--- config.mk ---
export PLATFORM = sky130hd
export DESIGN_NAME = vga_timing_out
export DESIGN_NICKNAME = d
export VERILOG_FILES = /design/src/rtl/vga_timing_out.sv
export SDC_FILE = /design/constraint.sdc
export NUM_CORES = 1
export LEC_CHECK = 0
export ABC_AREA = 1
export CAP_MARGIN = 10
export CORE_MARGIN = 1.5
export CORE_UTILIZATION = 52
export CTS_BUF_LIST = sky130_fd_sc_hd__clkbuf_16
export DETAILED_ROUTE_END_ITERATION = 16
export PLACE_DENSITY_LB_ADDON = 0.2
export SYNTH_ARGS = -nofsm -noshare
export SYNTH_HDL_FRONTEND = slang
export SYNTH_SLANG_ARGS = --single-unit
--- constraint.sdc ---
create_clock -name CLK_VGA -period 1.6 [get_ports CLK_VGA]
set_clock_uncertainty 0.1 [all_clocks]
set_input_delay 0.32 -clock CLK_VGA [delete_from_list [all_inputs] [get_ports CLK_VGA]]
set_output_delay 0.32 -clock CLK_VGA [all_outputs]
set_load 0.02 [all_outputs]
--- src/rtl/vga_timing_out.sv ---
// vga_timing_out: VGA raster counters, sync/blank generation and latency-matched pixel output stage.
module vga_timing_out #(
  parameter int H_ACTIVE = 1280,
  parameter int H_FP     = 48,
  parameter int H_SYNC   = 112,
  parameter int H_BP     = 248,
  parameter int V_ACTIVE = 1024,
  parameter int V_FP     = 1,
  parameter int V_SYNC   = 3,
  parameter int V_BP     = 38,
  parameter bit HS_POL   = 1'b1,
  parameter bit VS_POL   = 1'b1,
  parameter int COLOR_W  = 4,
  parameter int PIPE     = 1
) (
  input  logic               CLK_VGA,
  input  logic               RESET_N,
  input  logic               PATTERN_EN,
  input  logic [COLOR_W-1:0] VGA_RED_CHAN,
  input  logic [COLOR_W-1:0] VGA_GREEN_CHAN,
  input  logic [COLOR_W-1:0] VGA_BLUE_CHAN,
  output logic [11:0]        VGA_HORZ_COORD,
  output logic [11:0]        VGA_VERT_COORD,
  output logic               VGA_ACTIVE,
  output logic               LINE_START,
  output logic               FRAME_START,
  output logic [COLOR_W-1:0] VGA_RED,
  output logic [COLOR_W-1:0] VGA_GREEN,
  output logic [COLOR_W-1:0] VGA_BLUE,
  output logic               VGA_HS,
  output logic               VGA_VS
);
  localparam int H_TOTAL = H_ACTIVE + H_FP + H_SYNC + H_BP;
  localparam int V_TOTAL = V_ACTIVE + V_FP + V_SYNC + V_BP;
  localparam logic [11:0] HMAX = 12'(H_TOTAL - 1);
  localparam logic [11:0] VMAX = 12'(V_TOTAL - 1);
  localparam logic [11:0] BWM  = 12'(H_ACTIVE / 8 - 1);
  localparam logic [12:0] HA   = 13'(H_ACTIVE);
  localparam logic [12:0] HS0  = 13'(H_ACTIVE + H_FP);
  localparam logic [12:0] HS1  = 13'(H_ACTIVE + H_FP + H_SYNC);
  localparam logic [12:0] VA   = 13'(V_ACTIVE);
  localparam logic [12:0] VS0  = 13'(V_ACTIVE + V_FP);
  localparam logic [12:0] VS1  = 13'(V_ACTIVE + V_FP + V_SYNC);

  if (H_TOTAL > 4096 || V_TOTAL > 4096) begin : g_bad_total
    $error("vga_timing_out: H_TOTAL and V_TOTAL must not exceed 4096");
  end
  if (PIPE < 0 || PIPE > 8 || H_ACTIVE % 8 != 0) begin : g_bad_cfg
    $error("vga_timing_out: PIPE must be 0..8 and H_ACTIVE divisible by 8");
  end

  logic [11:0] h_q, h_d, v_q, v_d, bc_q, bc_d;
  logic [2:0]  bi_q, bi_d;
  logic [COLOR_W-1:0] r_q, r_d, g_q, g_d, b_q, b_d;
  logic hs_q, hs_d, vs_q, vs_d;
  logic h_wrap, bc_wrap, act, hs_raw, vs_raw;
  logic [12:0] hx, vx;
  logic [5:0]  cur, dly;

  always_comb begin
    hx      = {1'b0, h_q};
    vx      = {1'b0, v_q};
    h_wrap  = h_q == HMAX;
    bc_wrap = bc_q == BWM;
    h_d     = h_wrap ? '0 : h_q + 12'd1;
    v_d     = !h_wrap ? v_q : (v_q == VMAX) ? '0 : v_q + 12'd1;
    bc_d    = (h_wrap || bc_wrap) ? '0 : bc_q + 12'd1;
    bi_d    = h_wrap ? '0 : bc_wrap ? bi_q + 3'd1 : bi_q;
    act     = hx < HA && vx < VA;
    hs_raw  = hx >= HS0 && hx < HS1;
    vs_raw  = vx >= VS0 && vx < VS1;
    cur     = {act, hs_raw, vs_raw, act ? bi_q : 3'd0};
    r_d     = !dly[5] ? '0 : PATTERN_EN ? {COLOR_W{dly[2]}} : VGA_RED_CHAN;
    g_d     = !dly[5] ? '0 : PATTERN_EN ? {COLOR_W{dly[1]}} : VGA_GREEN_CHAN;
    b_d     = !dly[5] ? '0 : PATTERN_EN ? {COLOR_W{dly[0]}} : VGA_BLUE_CHAN;
    hs_d    = dly[4] ? HS_POL : ~HS_POL;
    vs_d    = dly[3] ? VS_POL : ~VS_POL;
  end

  // {active, hs, vs, bar index} delayed to line up with the renderer's colour
  if (PIPE == 0) begin : g_nopipe
    assign dly = cur;
  end else begin : g_pipe
    localparam int SW = 6 * PIPE;
    logic [SW-1:0] sr_q, sr_d;
    assign sr_d = SW'({sr_q, cur});
    assign dly  = sr_q[SW-1 -: 6];
    always_ff @(posedge CLK_VGA or negedge RESET_N)
      if (!RESET_N) sr_q <= '0;
      else sr_q <= sr_d;
  end

  always_ff @(posedge CLK_VGA or negedge RESET_N) begin
    if (!RESET_N) begin
      h_q  <= '0;
      v_q  <= '0;
      bc_q <= '0;
      bi_q <= '0;
      r_q  <= '0;
      g_q  <= '0;
      b_q  <= '0;
      hs_q <= ~HS_POL;
      vs_q <= ~VS_POL;
    end else begin
      h_q  <= h_d;
      v_q  <= v_d;
      bc_q <= bc_d;
      bi_q <= bi_d;
      r_q  <= r_d;
      g_q  <= g_d;
      b_q  <= b_d;
      hs_q <= hs_d;
      vs_q <= vs_d;
    end
  end

  assign VGA_HORZ_COORD = h_q;
  assign VGA_VERT_COORD = v_q;
  assign VGA_ACTIVE     = act;
  assign LINE_START     = h_q == 12'd0;
  assign FRAME_START    = h_q == 12'd0 && v_q == 12'd0;
  assign VGA_RED        = r_q;
  assign VGA_GREEN      = g_q;
  assign VGA_BLUE       = b_q;
  assign VGA_HS         = hs_q;
  assign VGA_VS         = vs_q;
endmodule
# Word-level counts from Yosys, hierarchy flattened
# Cells that the tools add are included.
[word_totals]
reg_bits = 59
inputBits = 15
output_inout_bits = 41
elab_cells = 45
[classes]
n_addsub = 4
n_lt_le_gt_ge = 6
n_eq_ne = 3
mux = 14
reduce_logical = 8
[ops]
columns = ["cell", "n"]
rows = [
  ["< comparator 12 x 11 -> 1 bit (second input constant)", 4],
  ["adder 12 x 1 -> 12 bit (second input constant)", 3],
  ["two-way mux 12 bit", 3],
  ["== test 12 x 11 -> 1 bit (second input constant)", 2],
  [">= comparator 12 x 11 -> 1 bit (second input constant)", 2],
  ["zero test 12 bit", 2],
  ["two-way mux 4 bit", 6],
  ["== test 12 x 8 -> 1 bit (second input constant)", 1],
  ["two-way mux 3 bit", 3],
  ["logical AND 1 bit", 4],
  ["adder 3 x 1 -> 3 bit (second input constant)", 1],
  ["two-way mux 1 bit", 2],
  ["nonzero test 2 bit", 1],
  ["logical OR 1 bit", 1],
]

# Depth between registers and ports, before layout
[logic_depth]
word_depth = 3
ltp_mapped = 9
mapped_depth_nobuf = 9

# Worst setup path before layout
# No wires, ideal clock.
[synth_timing]
kind = "register -> output"
startpoint = "register v_q[0], in the netlist VGA_VERT_COORD[0]"
endpoint = "output port FRAME_START"
t_arrival_ps = 1428
required_ps = 1180
setup_slack_ps = -248
path_stages_with_launch = 7
path_buffers = 0
path_cell_list = "dfrtp_1 -> inv_1 -> ha_1 -> inv_1 -> nor2_1 -> nand4_1 -> nor3_1"
[synth_between]
elab_chain_cells = 2
[synth_rtl]
columns = ["element", "line", "rtl"]
rows = [
  ["start, declared", "52", "logic [11:0] h_q, h_d, v_q, v_d, bc_q, bc_d;"],
  ["start signal, assigned", "106", "v_q <= v_d;"],
  ["zero test 12 bit", "121", "assign FRAME_START = h_q == 12'd0 && v_q == 12'd0;"],
  ["logical AND 1 bit", "121", ""],
  ["end, declared", "26", "output logic FRAME_START,"],
]
# No other way between the ends.

# Worst setup path after layout
# Ends and elaborated chain as after synthesis.

==> flow_metrics.tcl <==
set metrics [dict create \
    fp.dieH_um 79.45 \
    grt_max_degree 60 \
    wl_per_cell_um 15.07 \
    syn_nets 408 \
    synth.area.top_cells "dfrtp_1 49%, nand2_1 11%, inv_1 7.4%, nor2_1 6.2%, nand3_1 5.1%" \
    slew_viol_final 0 \
    critical_path_arrival_ps 1590 \
    via_per_inst 5.365 \
    clk_path_buf_depth 2 \
    clk_pin_slew_ps 60 \
    cp-end-kind "primary output" \
    clock_sinks 59 \
    slew_headroom_pct 73.52 \
    drt_iter0_drc 168 \
    hold_path_class "reg2reg" \
    drc 0 \
    first_global_vias 2816 \
    fin_crit_sh_pct 125.7 \
    vdd_drop_max_v 0.0007538 \
    synth-edff-count 0 \
    finalSetupViolCount 4 \
    synth_cells 386 \
    synth_seq_area_share_pct 48.58 \
    status "finished with violations" \
    p_per_area_nw_per_um2 849.5 \
    layout.nets 515 \
    drive_gt1_share_pct 25.70 \
    fp.dieW_um 79.45 \
    critPathMaxFanout 2 \
    ys.flop_type "dfrtp_1" \
    worstRegToRegCells 8 \
    synth.distinct_cells 28 \
    failed_checks "setup timing" \
    required_ps 1180 \
    gr-total-overflow 0 \
    grt_pass1_wl_mm 12.98 \
    fin_ws_ps -411.4 \
    synth_top_cell_area_share_pct 48.58 \
    port_buffers 55 \
    post-synth-top-count-cell "nand2_1" \
    core_um2 5574 \
    dpl.hpwl_mm 5.333 \
    leakage_uw 0.002281 \
    tritoncts "done" \
    rows 27 \
    htree_num_levels 3 \
    worst_slew_pin_slew_ps 394.1 \
    ys_async_sr_fraction_pct 100.0 \
    track_usage_pct 26.92 \
    rsz0062_at_grt "yes" \
    synth_seq_cells 59 \
    ant_nets 0 \
    grt_antenna_before_repair 0 \
    clk_latency_ps 330 \
    hold_viol 0 \
    yosysWarnings 0 \
    firstDrtPassIters 5 \
    maxCapViolCount 0 \
    criticalPathCategory "reg2out" \
    area_delta_synth_final_pct 45.86 \
    wl_mm 8.591 \
    start_util_pct 54.52 \
    diodes 0 \
    synth_common_cells "93 x nand2_1, 60 x inv_1, 59 x dfrtp_1" \
    cp-start-kind "flop" \
    vias 3058 \
    holdPathStages 0 \
    dpl_worst_slack_ps -547.4 \
    synth.avg_cell_area_um2 7.873 \
    pin_count 56 \
    dieArea_um2 6312 \
    yosys.area.top_type "dfrtp_1" \
    post-route-util_pct 79.53 \
    fmax_mhz 497.2 \
    ctsRootBufferMaster "clkbuf_16" \
    cts_buffers 9 \
    syn_area_um2 3039 \
    place_congestion 0.9460 \
    period_needed_ps 2011 \
]
metal layers:
metal | global-route usage (%) | share of wire (%)
met1 | 33.33 | 39
met2 | 46.19 | 51
met5 | 0 | 0
met3 | 5.486 | 6.3
met4 | 10.00 | 3.2
repair_timing:
action / in CTS / in global routing
hold buffers: 1 / 0
pin swaps: 5 / 23
resized for setup: 78 / 59
setup buffers: 1 / 4
cloned: 1 / 1
setup endpoints to repair: 51 / 53
hold endpoints to repair: 59 / 0
flip-flops by register name, summed over array words and instances (netlist names):
signal and flops:
VGA_BLUE 4, VGA_GREEN 4, VGA_HORZ_COORD 12, VGA_HS 1
VGA_RED 4, VGA_VERT_COORD 12, VGA_VS 1, bc_q 12
bi_q 3, dly 6
logic make-up (layout without fill, tap and decap cells):
group                      count (synthesis)  count (layout)  share of synthesized area [%]
and+or+nand+nor                          209             211                          30.34
buffers and inverters                     69             179                          9.386
DFF                                       59              59                          48.58
AOI/OAI and AO/OA                         30              30                          5.352
xor gates and xnor gates                  12              12                          3.458
adders and majority gates                  7               7                          2.882
placed cells by master (no fill, tap or decap), drive strengths merged:
cell type | netlist | routed
a21oi | 15 | 15
and3 | 1 | 1
buf | 6 | 52
bufinv | 0 | 2
clkbuf | 2 | 17
clkdlybuf4s15 | 0 | 13
clkdlybuf4s50 | 0 | 13
clkinv | 0 | 2
clkinvlp | 0 | 2
dfrtp | 59 | 59
dlygate4sd2 | 0 | 15
dlygate4sd3 | 0 | 1
ha | 7 | 7
inv | 61 | 62
nand2 | 96 | 97
nand3 | 31 | 31
nand3b | 1 | 1
nand4 | 12 | 12
nor2 | 54 | 55
nor3 | 13 | 13
o2111a | 1 | 1
o211ai | 1 | 1
o21ai | 11 | 11
o21bai | 1 | 1
o22ai | 1 | 1
or2 | 1 | 1
xnor2 | 2 | 2
xor2 | 10 | 10
per-stage QoR:
stage                     instance area [µm²]  power (µW)  instances  setup TNS, ps  hold WS, ps
final                                    4433        3766        570         -902.6        254.2
after detailed placement                 3970        1682        547          -1337        238.6
after floorplan                          3068        1577        386         -39.99       -75.59
after global routing                     4433        3860        570          -1865        267.0
after CTS                                4313        3756        566          -1015        252.1
after global placement                   3970        1678        547          -1277        232.5
path summary, 6_finish.rpt:
path                                          startpoint                       endpoint  slack, ps
setup reg to reg             VGA_HORZ_COORD[0]$_DFF_PN0_    VGA_HORZ_COORD[8]$_DFF_PN0_         10
max in group asynchronous                        RESET_N  VGA_VERT_COORD[1]$_DFFE_PN0N_        700
hold / removal                          dly[3]$_DFF_PN0_               VGA_VS$_DFF_PN0_        250
min in group asynchronous                        RESET_N          VGA_BLUE[1]$_DFF_PN0_        440
hold reg to reg                         dly[3]$_DFF_PN0_               VGA_VS$_DFF_PN0_        250
setup / recovery           VGA_VERT_COORD[0]$_DFFE_PN0N_                    FRAME_START       -410
critical path, stage by stage (launching register included):
cell and delay [ps]:
dfrtp_2 410, inv_2 80, ha_4 130, inv_2 30, nor2_2 100, nand4_1 140, nor3_4 210, buf_6 140
where the power goes:
| group | internal [µW] | switching [µW] | leakage (µW) |
|---|---|---|---|
| Combinational | 57.6 | 77.3 | 0.00136 |
| Clock | 1370 | 746 | 0.000152 |
| Sequential | 1510 | 4.60 | 0.000771 |
layout make-up:
type | count | area (µm²)
fillers | 365 | 1141
clock inverters | 7 | 101.3
multi-input cells | 260 | 1415
clock buffers | 9 | 225.2
repair buffers | 102 | 888.4
flip-flops and latches | 59 | 1481
inverters | 61 | 231.5
well taps | 72 | 90.09
No activity file was read; power rests on OpenSTA's default activity.
